### config.mk
export PLATFORM = sky130hd
export DESIGN_NAME = hazard_unit_flat
export DESIGN_NICKNAME = d
export VERILOG_FILES = /design/src/rtl/cpu_types_pkg.sv /design/src/rtl/hazard_unit_if.sv /design/src/rtl/hazard_unit_sat_counter.sv /design/src/rtl/hazard_unit.sv /design/src/flat_wrapper.sv
export SDC_FILE = /design/constraint.sdc
export NUM_CORES = 1
export LEC_CHECK = 0
export CORE_ASPECT_RATIO = 0.7
export CORE_MARGIN = 1
export CORE_UTILIZATION = 65
export CTS_CLUSTER_SIZE = 28
export DETAILED_ROUTE_END_ITERATION = 8
export DONT_BUFFER_PORTS = 1
export PLACE_DENSITY = 0.79
export SYNTH_ARGS = -nofsm -noshare
export SYNTH_HDL_FRONTEND = slang
export SYNTH_SLANG_ARGS = --single-unit
### constraint.sdc
create_clock -name CLK -period 4.13 [get_ports CLK]
set_input_delay 0.413 -clock CLK [delete_from_list [all_inputs] [get_ports CLK]]
set_output_delay 0.413 -clock CLK [all_outputs]
set_load 0.02 [all_outputs]
### src/rtl/cpu_types_pkg.sv
// cpu_types_pkg: shared pipeline types for the hazard unit slice.
//   regbits_t      - 5-bit architectural register index
//   hazard_state_t - hazard unit FSM state (RUN, DWAIT, HALTED)
//   load_use_hit() - detects a load in ID/EX feeding an instruction in IF/ID
package cpu_types_pkg;

    typedef logic [4:0] regbits_t;

    typedef enum logic [1:0] {
        RUN    = 2'd0,
        DWAIT  = 2'd1,
        HALTED = 2'd2
    } hazard_state_t;

    // Register 0 is hardwired to zero, so a load targeting it never creates
    // a real dependency and must not stall.
    function automatic logic load_use_hit(
        input logic     ex_dren,
        input regbits_t ex_wsel,
        input regbits_t id_rs,
        input regbits_t id_rt
    );
        return ex_dren && (ex_wsel != '0) &&
               ((ex_wsel == id_rs) || (ex_wsel == id_rt));
    endfunction

endpackage

### src/rtl/hazard_unit_if.sv
// hazard_unit_if: bundle between the pipeline datapath and the hazard unit.
//   Pipeline -> hazard unit : ihit, dhit, mem_dREN, mem_dWEN, ex_dREN,
//                             ex_wsel, id_rs, id_rt, branch_taken, jump_id,
//                             halt_wb
//   Hazard unit -> pipeline : pc_en, ifid_en, idex_en, exmem_en, memwb_en,
//                             ifid_flush, idex_flush, exmem_flush,
//                             memwb_flush, halted
// master = pipeline side, slave = hazard unit side.
interface hazard_unit_if;
    import cpu_types_pkg::*;

    logic     ihit;
    logic     dhit;
    logic     mem_dREN;
    logic     mem_dWEN;
    logic     ex_dREN;
    regbits_t ex_wsel;
    regbits_t id_rs;
    regbits_t id_rt;
    logic     branch_taken;
    logic     jump_id;
    logic     halt_wb;

    logic     pc_en;
    logic     ifid_en;
    logic     idex_en;
    logic     exmem_en;
    logic     memwb_en;
    logic     ifid_flush;
    logic     idex_flush;
    logic     exmem_flush;
    logic     memwb_flush;
    logic     halted;

    modport master (
        output ihit, dhit, mem_dREN, mem_dWEN, ex_dREN, ex_wsel, id_rs, id_rt,
               branch_taken, jump_id, halt_wb,
        input  pc_en, ifid_en, idex_en, exmem_en, memwb_en,
               ifid_flush, idex_flush, exmem_flush, memwb_flush, halted
    );

    modport slave (
        input  ihit, dhit, mem_dREN, mem_dWEN, ex_dREN, ex_wsel, id_rs, id_rt,
               branch_taken, jump_id, halt_wb,
        output pc_en, ifid_en, idex_en, exmem_en, memwb_en,
               ifid_flush, idex_flush, exmem_flush, memwb_flush, halted
    );

endinterface

### src/rtl/hazard_unit_sat_counter.sv
// sat_counter: saturating up-counter used for the hazard performance counters.
//   CLK   - clock, rising edge
//   RST   - synchronous active-high clear
//   inc   - count enable for this cycle
//   count - current value; sticks at all-ones instead of wrapping
module sat_counter #(
    parameter int unsigned WIDTH = 16
) (
    input  logic             CLK,
    input  logic             RST,
    input  logic             inc,
    output logic [WIDTH-1:0] count
);

    logic [WIDTH-1:0] count_q;

    always_ff @(posedge CLK) begin
        if (RST) begin
            count_q <= '0;
        end else if (inc && (count_q != '1)) begin
            count_q <= count_q + WIDTH'(1);
        end
    end

    assign count = count_q;

endmodule

### src/rtl/hazard_unit.sv
// hazard_unit: pipeline stall/flush controller for a 5-stage CPU.
//   CLK, RST            - clock and synchronous active-high reset
//   hif (slave)         - hazard inputs from the datapath, stage enables,
//                         bubble requests and sticky halted flag back
//   stall_cnt           - saturating count of cycles with pc_en low (not halted)
//   flush_cnt           - saturating count of cycles with any flush request
// Resolution order: halted, data-memory wait, taken branch, load-use,
// jump in ID, instruction-fetch miss.
module hazard_unit
    import cpu_types_pkg::*;
#(
    parameter int unsigned CNT_W = 16
) (
    input  logic             CLK,
    input  logic             RST,
    hazard_unit_if.slave     hif,
    output logic [CNT_W-1:0] stall_cnt,
    output logic [CNT_W-1:0] flush_cnt
);

    hazard_state_t state_q;
    logic          halted_q;

    logic mem_wait;
    logic ld_use;
    logic pc_en, ifid_en, idex_en, exmem_en, memwb_en;
    logic ifid_flush, idex_flush, exmem_flush, memwb_flush;
    logic stall_inc, flush_inc;

    always_comb begin
        // Once in DWAIT the memory op is still outstanding regardless of how
        // the request strobes look; only dhit releases the wait.
        if (state_q == DWAIT) begin
            mem_wait = ~hif.dhit;
        end else begin
            mem_wait = (hif.mem_dREN | hif.mem_dWEN) & ~hif.dhit;
        end

        ld_use = load_use_hit(hif.ex_dREN, hif.ex_wsel, hif.id_rs, hif.id_rt);

        pc_en       = 1'b1;
        ifid_en     = 1'b1;
        idex_en     = 1'b1;
        exmem_en    = 1'b1;
        memwb_en    = 1'b1;
        ifid_flush  = 1'b0;
        idex_flush  = 1'b0;
        exmem_flush = 1'b0;
        memwb_flush = 1'b0;

        // Reset forces the free-running defaults above.
        if (!RST) begin
            if (state_q == HALTED) begin
                pc_en    = 1'b0;
                ifid_en  = 1'b0;
                idex_en  = 1'b0;
                exmem_en = 1'b0;
                memwb_en = 1'b0;
            end else if (mem_wait) begin
                pc_en       = 1'b0;
                ifid_en     = 1'b0;
                idex_en     = 1'b0;
                exmem_en    = 1'b0;
                memwb_flush = 1'b1;
            end else if (hif.branch_taken) begin
                ifid_flush  = 1'b1;
                idex_flush  = 1'b1;
                exmem_flush = 1'b1;
            end else if (ld_use) begin
                pc_en      = 1'b0;
                ifid_en    = 1'b0;
                idex_flush = 1'b1;
            end else if (hif.jump_id) begin
                ifid_flush = 1'b1;
            end else if (!hif.ihit) begin
                pc_en      = 1'b0;
                ifid_flush = 1'b1;
            end
        end

        stall_inc = ~pc_en & (state_q != HALTED);
        flush_inc = ifid_flush | idex_flush | exmem_flush | memwb_flush;
    end

    always_ff @(posedge CLK) begin
        if (RST) begin
            state_q  <= RUN;
            halted_q <= 1'b0;
        end else begin
            halted_q <= halted_q | hif.halt_wb;
            if (hif.halt_wb) begin
                state_q <= HALTED;
            end else begin
                case (state_q)
                    RUN, DWAIT: state_q <= mem_wait ? DWAIT : RUN;
                    HALTED:     state_q <= HALTED;
                    default:    state_q <= RUN;
                endcase
            end
        end
    end

    assign hif.pc_en       = pc_en;
    assign hif.ifid_en     = ifid_en;
    assign hif.idex_en     = idex_en;
    assign hif.exmem_en    = exmem_en;
    assign hif.memwb_en    = memwb_en;
    assign hif.ifid_flush  = ifid_flush;
    assign hif.idex_flush  = idex_flush;
    assign hif.exmem_flush = exmem_flush;
    assign hif.memwb_flush = memwb_flush;
    assign hif.halted      = halted_q;

    sat_counter #(.WIDTH(CNT_W)) u_stall_cnt (
        .CLK   (CLK),
        .RST   (RST),
        .inc   (stall_inc),
        .count (stall_cnt)
    );

    sat_counter #(.WIDTH(CNT_W)) u_flush_cnt (
        .CLK   (CLK),
        .RST   (RST),
        .inc   (flush_inc),
        .count (flush_cnt)
    );

endmodule
### src/flat_wrapper.sv
// flat-port wrapper written by rule: the top's interface ports become plain ports
module hazard_unit_flat import cpu_types_pkg::*;
#(
    parameter int unsigned CNT_W = 16
)
  (CLK, RST, stall_cnt, flush_cnt, hif_ihit, hif_dhit, hif_mem_dREN, hif_mem_dWEN, hif_ex_dREN, hif_ex_wsel, hif_id_rs, hif_id_rt, hif_branch_taken, hif_jump_id, hif_halt_wb, hif_pc_en, hif_ifid_en, hif_idex_en, hif_exmem_en, hif_memwb_en, hif_ifid_flush, hif_idex_flush, hif_exmem_flush, hif_memwb_flush, hif_halted);
  hazard_unit_if hif_i ();
  input  logic CLK;
  input  logic RST;
  output logic [CNT_W-1:0] stall_cnt;
  output logic [CNT_W-1:0] flush_cnt;
  input wire logic [$bits(hif_i.ihit)-1:0] hif_ihit;
  input wire logic [$bits(hif_i.dhit)-1:0] hif_dhit;
  input wire logic [$bits(hif_i.mem_dREN)-1:0] hif_mem_dREN;
  input wire logic [$bits(hif_i.mem_dWEN)-1:0] hif_mem_dWEN;
  input wire logic [$bits(hif_i.ex_dREN)-1:0] hif_ex_dREN;
  input wire logic [$bits(hif_i.ex_wsel)-1:0] hif_ex_wsel;
  input wire logic [$bits(hif_i.id_rs)-1:0] hif_id_rs;
  input wire logic [$bits(hif_i.id_rt)-1:0] hif_id_rt;
  input wire logic [$bits(hif_i.branch_taken)-1:0] hif_branch_taken;
  input wire logic [$bits(hif_i.jump_id)-1:0] hif_jump_id;
  input wire logic [$bits(hif_i.halt_wb)-1:0] hif_halt_wb;
  output wire logic [$bits(hif_i.pc_en)-1:0] hif_pc_en;
  output wire logic [$bits(hif_i.ifid_en)-1:0] hif_ifid_en;
  output wire logic [$bits(hif_i.idex_en)-1:0] hif_idex_en;
  output wire logic [$bits(hif_i.exmem_en)-1:0] hif_exmem_en;
  output wire logic [$bits(hif_i.memwb_en)-1:0] hif_memwb_en;
  output wire logic [$bits(hif_i.ifid_flush)-1:0] hif_ifid_flush;
  output wire logic [$bits(hif_i.idex_flush)-1:0] hif_idex_flush;
  output wire logic [$bits(hif_i.exmem_flush)-1:0] hif_exmem_flush;
  output wire logic [$bits(hif_i.memwb_flush)-1:0] hif_memwb_flush;
  output wire logic [$bits(hif_i.halted)-1:0] hif_halted;
  assign hif_i.ihit = hif_ihit;
  assign hif_i.dhit = hif_dhit;
  assign hif_i.mem_dREN = hif_mem_dREN;
  assign hif_i.mem_dWEN = hif_mem_dWEN;
  assign hif_i.ex_dREN = hif_ex_dREN;
  assign hif_i.ex_wsel = hif_ex_wsel;
  assign hif_i.id_rs = hif_id_rs;
  assign hif_i.id_rt = hif_id_rt;
  assign hif_i.branch_taken = hif_branch_taken;
  assign hif_i.jump_id = hif_jump_id;
  assign hif_i.halt_wb = hif_halt_wb;
  assign hif_pc_en = hif_i.pc_en;
  assign hif_ifid_en = hif_i.ifid_en;
  assign hif_idex_en = hif_i.idex_en;
  assign hif_exmem_en = hif_i.exmem_en;
  assign hif_memwb_en = hif_i.memwb_en;
  assign hif_ifid_flush = hif_i.ifid_flush;
  assign hif_idex_flush = hif_i.idex_flush;
  assign hif_exmem_flush = hif_i.exmem_flush;
  assign hif_memwb_flush = hif_i.memwb_flush;
  assign hif_halted = hif_i.halted;
  hazard_unit #(.CNT_W(CNT_W)) u_core (.CLK(CLK), .RST(RST), .hif(hif_i), .stall_cnt(stall_cnt), .flush_cnt(flush_cnt));
endmodule
==> results of run 1 <==
==> power by group through the flow <==
stage,Sequential (mW),Combinational (mW),Clock [mW]
after floorplan,0.369,0.0754,0
after global placement,0.371,0.0753,0
after detailed placement,0.371,0.0789,0
after CTS,0.363,0.0794,0.315
after global routing,0.365,0.0872,0.329
final,0.363,0.0792,0.308
==> per-layer routing <==
metal / share of wire [%] / up-vias / global-route usage (%)
met5: 0 / - / 0
met4: 1.6 / 0 / 12.5
met3: 9.4 / 10 / 14.6
met2: 46 / 87 / 46.1
met1: 42 / 821 / 35.9
li1: - / 845 / -
==> critical path, cell delays in order (launching register included) <==
cell	delay, ps
dfxtp_1	550
and4_1	270
and3_1	220
nand4_2	190
or4_1	530
nand3_2	230
nor3_1	90
mux2_2	270
==> state kept, by name, indices dropped and copies added, names as in the netlist <==
| signal | cells |
|---|---|
| u_core.u_flush_cnt.count | 16 |
| u_core.u_stall_cnt.count | 16 |
| u_core.state_q | 2 |
| u_core.hif.halted | 1 |
==> metrics by stage <==
stage	cells	setup WS [ps]	total power [mW]	instance area, um2	hold slack (ps)
global route	274	1560	0.781	2130	170
floorplan	237	1930	0.444	2020	480
finish	274	1670	0.750	2130	182
detailed placement	266	1750	0.450	2010	491
global placement	266	1840	0.446	2010	489
CTS	274	1710	0.757	2130	173
==> synth_stat cells, types with 3 or more instances <==
cell type	number
o21ai_0	5
xnor2_1	4
xor2_1	19
nor2_1	34
inv_1	10
mux2i_1	6
a21oi_1	11
dfxtp_1	35
buf_6	3
nor2b_1	3
clkbuf_1	3
mux2_2	3
nor4_1	3
or3_1	5
or4_1	5
nor3_1	5
nand3_1	14
nand2_1	18
and3_1	6
o31ai_1	3
nand4_1	5
==> area by class of cell <==
class                      instances  area (um2)
tap                               36        45.0
clock buffer                       5        68.8
fill                             216         736
sequential                        35         701
inverter                          10        37.5
multi-input combinational        184        1220
timing repair buffer               1        7.51
clock inverter                     3        43.8
==> logic make-up after synthesis <==
logic type,synth area share (%)
AND/OR/NAND/NOR,30.1
AO/OA/AOI/OAI,14.7
flip-flops,34.7
XOR/XNOR,9.98
buffers and inverters,4.65
multiplexers,4.65
adder cells (fa/ha/maj),1.24
==> how the worst max path moves through the flow <==
stage | slack (ps) | from | depth (start not counted) | end
2_1_floorplan | 1930 | RST | 8 | u_core.u_stall_cnt.count[13]$_SDFFE_PP0P_
3_3_place_gp | 1840 | hif_ex_wsel[3] | 7 | u_core.u_flush_cnt.count[11]$_SDFFE_PP0P_
3_5_place_dp | 1750 | u_core.u_flush_cnt.count[3]$_SDFFE_PP0P_ | 7 | u_core.u_flush_cnt.count[11]$_SDFFE_PP0P_
4_1_cts | 1710 | u_core.u_flush_cnt.count[3]$_SDFFE_PP0P_ | 7 | u_core.u_flush_cnt.count[13]$_SDFFE_PP0P_
5_1_grt | 1560 | u_core.u_flush_cnt.count[3]$_SDFFE_PP0P_ | 7 | u_core.u_flush_cnt.count[13]$_SDFFE_PP0P_
6_report | 1670 | u_core.u_flush_cnt.count[3]$_SDFFE_PP0P_ | 7 | u_core.u_flush_cnt.count[13]$_SDFFE_PP0P_
==> impl_metrics.ini, run 1 <==
[status]
status = complete, no violations

[power_and_ir_drop]
p_leak_nw = 0.759
power_density_nw_per_um2 = 353
p_sw_uw = 194
p_int_uw = 556
switching_share_pct = 25.9
vdd_drop_max_uv = 311
power_frac_clock_pct = 41.0
p_comb_share_pct = 10.6
p_seq_share_pct = 48.4

[yosys]
synth_cells = 237
syn_avg_cell_area_um2 = 8.52
synth_area_um2 = 2020
async_flop_share_pct = 0
yosys.area.top_type = dfxtp_1
synth.distinct_cells = 49
synth_top_cell_area_share_pct = 34.7
yosysSeqAreaShare_pct = 34.7
synthesis.nets = 264
synth_area_leaders = dfxtp_1, xor2_1, nor2_1
yosysWarningCount = 0
synth-main-ff-cell = dfxtp_1
ys_seq_elements = 35
synth-edff-count = 0

[setup_path]
rr_endpoint = u_core.u_flush_cnt.count[13]$_SDFFE_PP0P_
r2r_cells = 7
cp-end-kind = register
required_ps = 4310
path_max_fanout = 11
worst-endpoint-arrival_ps = 2640
regToRegStartpoint = u_core.u_flush_cnt.count[3]$_SDFFE_PP0P_
rrSetupSlack_ps = 1670
start_kind = register
crit_type = reg -> reg

[die]
ioPinCount = 67
dieArea_um2 = 3340
die_w_um = 68.6
die_h_um = 48.6
rows = 16
floorplan.initialDensity_pct = 70.5
core_um2 = 2860

[grt]
grt_max_degree = 37
grt.overflow.total = 0
grt_pass1_wl_mm = 7.42
antenna_found_initial = 0
grt_pass1_vias = 1678
grt_usage_pct = 30.3

[cts]
insertion_delay_ps = 300
cts_tree = built
clkTransAtPathRegs_ps = 80
cts_setup_buffers = 0
cts_buffers = 5
ctsLongestPathBuffers = 2
cts-htree-levels = 2
hold_buffers = 0
clock-sinks = 35
clockRootBuffer = clkbuf_8
cts.repair.resized = 0

[routing]
vias = 1763
wire_per_inst_um = 16.8
ant_nets = 0
drc = 0
first_pass_iters = 4
drt_iter0_markers = 132
viasPerCell = 6.43
totalWireLength_mm = 4.60

[timing]
rsz0062_at_grt = no
skew_ps = 11.3
setup_viol = 0
finalSetupTns_ps = 0
slew_headroom_pct = 56.5
min_period_ps = 2460
finalHoldViolCount = 0
max_freq_ghz = 0.407
worst_pin_slew_ps = 646
slew_violations = 0
finalCritPeriodShare_pct = 59.6

[final_layout]
final_common_cell = dfxtp_1
layout_common_cells = dfxtp_1, nor2_1, xor2_1
n_antenna_cell = 0
drive_above_1_share_pct = 11.3
nets = 264
synthToLayoutAreaGrowth_pct = 5.39
final_core_util_pct = 74.3

[worst_hold_path]
worstHoldEndpoint = u_core.u_flush_cnt.count[12]$_SDFFE_PP0P_
worst_hold_path.num_cells = 1
min_path_type = in -> reg
hold_path_startpoint = RST

[run]
maxCapViolCount = 0

[place]
io_buffers = 0
place.gp.congestion = 0.919
hpwl_mm = 3.45
No activity file was read; power rests on OpenSTA's default activity.
==> run 2, diff against run 1 <==
--- a/config.mk
+++ b/config.mk
@@ -7,11 +7,11 @@
 export LEC_CHECK = 0
 export CORE_ASPECT_RATIO = 0.7
 export CORE_MARGIN = 1
-export CORE_UTILIZATION = 65
+export CORE_UTILIZATION = 63
 export CTS_CLUSTER_SIZE = 28
 export DETAILED_ROUTE_END_ITERATION = 8
 export DONT_BUFFER_PORTS = 1
-export PLACE_DENSITY = 0.79
+export PLACE_DENSITY = 0.77
 export SYNTH_ARGS = -nofsm -noshare
 export SYNTH_HDL_FRONTEND = slang
 export SYNTH_SLANG_ARGS = --single-unit
==> constraint.sdc (replaced) <==
create_clock -name CLK -period 2.3 [get_ports CLK]
set_input_delay 0.23 -clock CLK [delete_from_list [all_inputs] [get_ports CLK]]
set_output_delay 0.23 -clock CLK [all_outputs]
set_load 0.02 [all_outputs]
==> impl_metrics.ini, run 2 (synthesis results as in run 1) <==
[cts]
cts-htree-levels = 2
clockRootBuffer = clkbuf_8
ctsLongestPathBuffers = 2
clock-sinks = 35
hold_buffers = 0
clkTransAtPathRegs_ps = 70
cts.repair.resized = 0
cts_setup_buffers = 0
cts_tree = built
insertion_delay_ps = 280
cts_buffers = 5

[place]
place.gp.congestion = 0.879
io_buffers = 0
hpwl_mm = 3.68

[power_and_ir_drop]
power_density_nw_per_um2 = 555
power.total_mw = 1.24
p_int_uw = 905
p_leak_nw = 0.844
power_frac_clock_pct = 34.1
vdd_drop_max_uv = 356
p_comb_share_pct = 15.1
switching_share_pct = 27.1
p_seq_share_pct = 50.8
p_sw_uw = 337

[die]
floorplan.initialDensity_pct = 69.0
die_w_um = 69.7
die_h_um = 49.4
dieArea_um2 = 3440
core_um2 = 2920
ioPinCount = 67
rows = 16

[timing]
finalHoldViolCount = 0
min_period_ps = 2180
max_freq_ghz = 0.460
setup_viol = 0
slew_headroom_pct = 62.1
finalCritPeriodShare_pct = 94.6
skew_ps = 8.34
worst_pin_slew_ps = 563
finalSetupTns_ps = 0
rsz0062_at_grt = no
slew_violations = 0

[grt]
grt_pass1_vias = 1813
antenna_found_initial = 0
grt_usage_pct = 29.7
grt_pass1_wl_mm = 8.08
grt.overflow.total = 0
grt_max_degree = 37

[routing]
wl_met3_um = 606
ant_nets = 0
drt_iter0_markers = 129
viasPerCell = 6.42
drc = 0
top_layer_used = met4
totalWireLength_mm = 4.92
vias = 1882
first_pass_iters = 5
met1_length_mm = 2.10
wire_per_inst_um = 16.8
dr_wl_met2_mm = 2.19

[final_layout]
synthToLayoutAreaGrowth_pct = 10.9
layout_common_cells = dfxtp_1, nor2_1, buf_4
n_antenna_cell = 0
fillers = 220
nets = 283
final_common_cell = dfxtp_1
drive_above_1_share_pct = 17.1

[setup_path]
rrSetupSlack_ps = 120
path_max_fanout = 11
required_ps = 2470
path_cells = and4_1 > and3_1 > nand4_2 > or4_1 > nand3_2 > nor3_1 > mux2_2
r2r_cells = 7
worst-endpoint-arrival_ps = 2350
critical_path.slowest_cell = or4_1
crit_path_max_incr_delay_ps = 520
start_kind = register
cp-end-kind = register
rr_endpoint = u_core.u_flush_cnt.count[11]$_SDFFE_PP0P_
crit_type = reg -> reg
regToRegStartpoint = u_core.u_flush_cnt.count[4]$_SDFFE_PP0P_

[worst_hold_path]
worstHoldEndpoint = u_core.u_flush_cnt.count[9]$_SDFFE_PP0P_
worst_hold_path.num_cells = 1
min_path_type = in -> reg
hold_path_startpoint = RST

[run]
maxCapViolCount = 0

[status]
status = complete, no violations
run 2: changes by cell type in the layout (fill, tap and decap cells not counted):
cell | before | now
buf_4 | 1 | 20
clkbuf_1 | 0 | 2
bufinv_16 | 1 | 0
clkinv_4 | 1 | 0
run 2: per-layer routing:
metal | track usage [%] | vias to the layer above
met4 | 6.33 | 0
met5 | 0 | -
met2 | 46.8 | 108
met1 | 38.2 | 890
li1 | - | 878
met3 | 12.6 | 6
run 2: area by class of cell:
class                      count  area (um2)  area share [%]
multi-input combinational    184        1220            54.7
sequential                    35         701            31.3
clock buffer                   7        76.3            3.41
clock inverter                 1        5.00           0.224
inverter                      10        37.5            1.68
timing repair buffer          20         150            6.71
tap                           36        45.0            2.01
run 2: worst max-delay path: cells and delay by family, from the launching register on:
family	cells	cell delay, ps
DFF	1	330
muxes	1	280
and+or+nand+nor	6	1440
run 2: power by group through the flow:
stage	Combinational, mW	Sequential, mW	Clock, mW
after floorplan	0.135	0.662	0
after global placement	0.178	0.644	0
after detailed placement	0.186	0.645	0
after CTS	0.187	0.631	0.427
after global routing	0.204	0.632	0.452
final	0.187	0.631	0.424
run 2: stage by stage:
stage | hold slack (ps) | std cells | instance area (um2) | worst slack [ps] | util (%)
after floorplan | 308 | 237 | 2020 | 114 | -
after global placement | 306 | 285 | 2160 | 271 | 73.8
after detailed placement | 304 | 285 | 2160 | 194 | 73.8
after CTS | 8.84 | 293 | 2240 | 147 | 76.6
after global routing | 0.0389 | 293 | 2240 | 13.5 | 76.6
final | 16.2 | 293 | 2240 | 125 | 76.6
run 2: worst max path at each step:
stage | start | end | slack, ps | depth (start not counted)
floorplan | u_core.u_flush_cnt.count[3]$_SDFFE_PP0P_ | u_core.u_flush_cnt.count[11]$_SDFFE_PP0P_ | 110 | 8
global placement | u_core.u_flush_cnt.count[4]$_SDFFE_PP0P_ | u_core.u_flush_cnt.count[13]$_SDFFE_PP0P_ | 270 | 7
detailed placement | hif_ex_wsel[3] | u_core.u_stall_cnt.count[13]$_SDFFE_PP0P_ | 190 | 7
CTS | u_core.u_flush_cnt.count[4]$_SDFFE_PP0P_ | u_core.u_flush_cnt.count[11]$_SDFFE_PP0P_ | 150 | 7
global route | u_core.u_flush_cnt.count[9]$_SDFFE_PP0P_ | u_core.u_flush_cnt.count[6]$_SDFFE_PP0P_ | 10 | 6
finish | u_core.u_flush_cnt.count[4]$_SDFFE_PP0P_ | u_core.u_flush_cnt.count[11]$_SDFFE_PP0P_ | 120 | 7
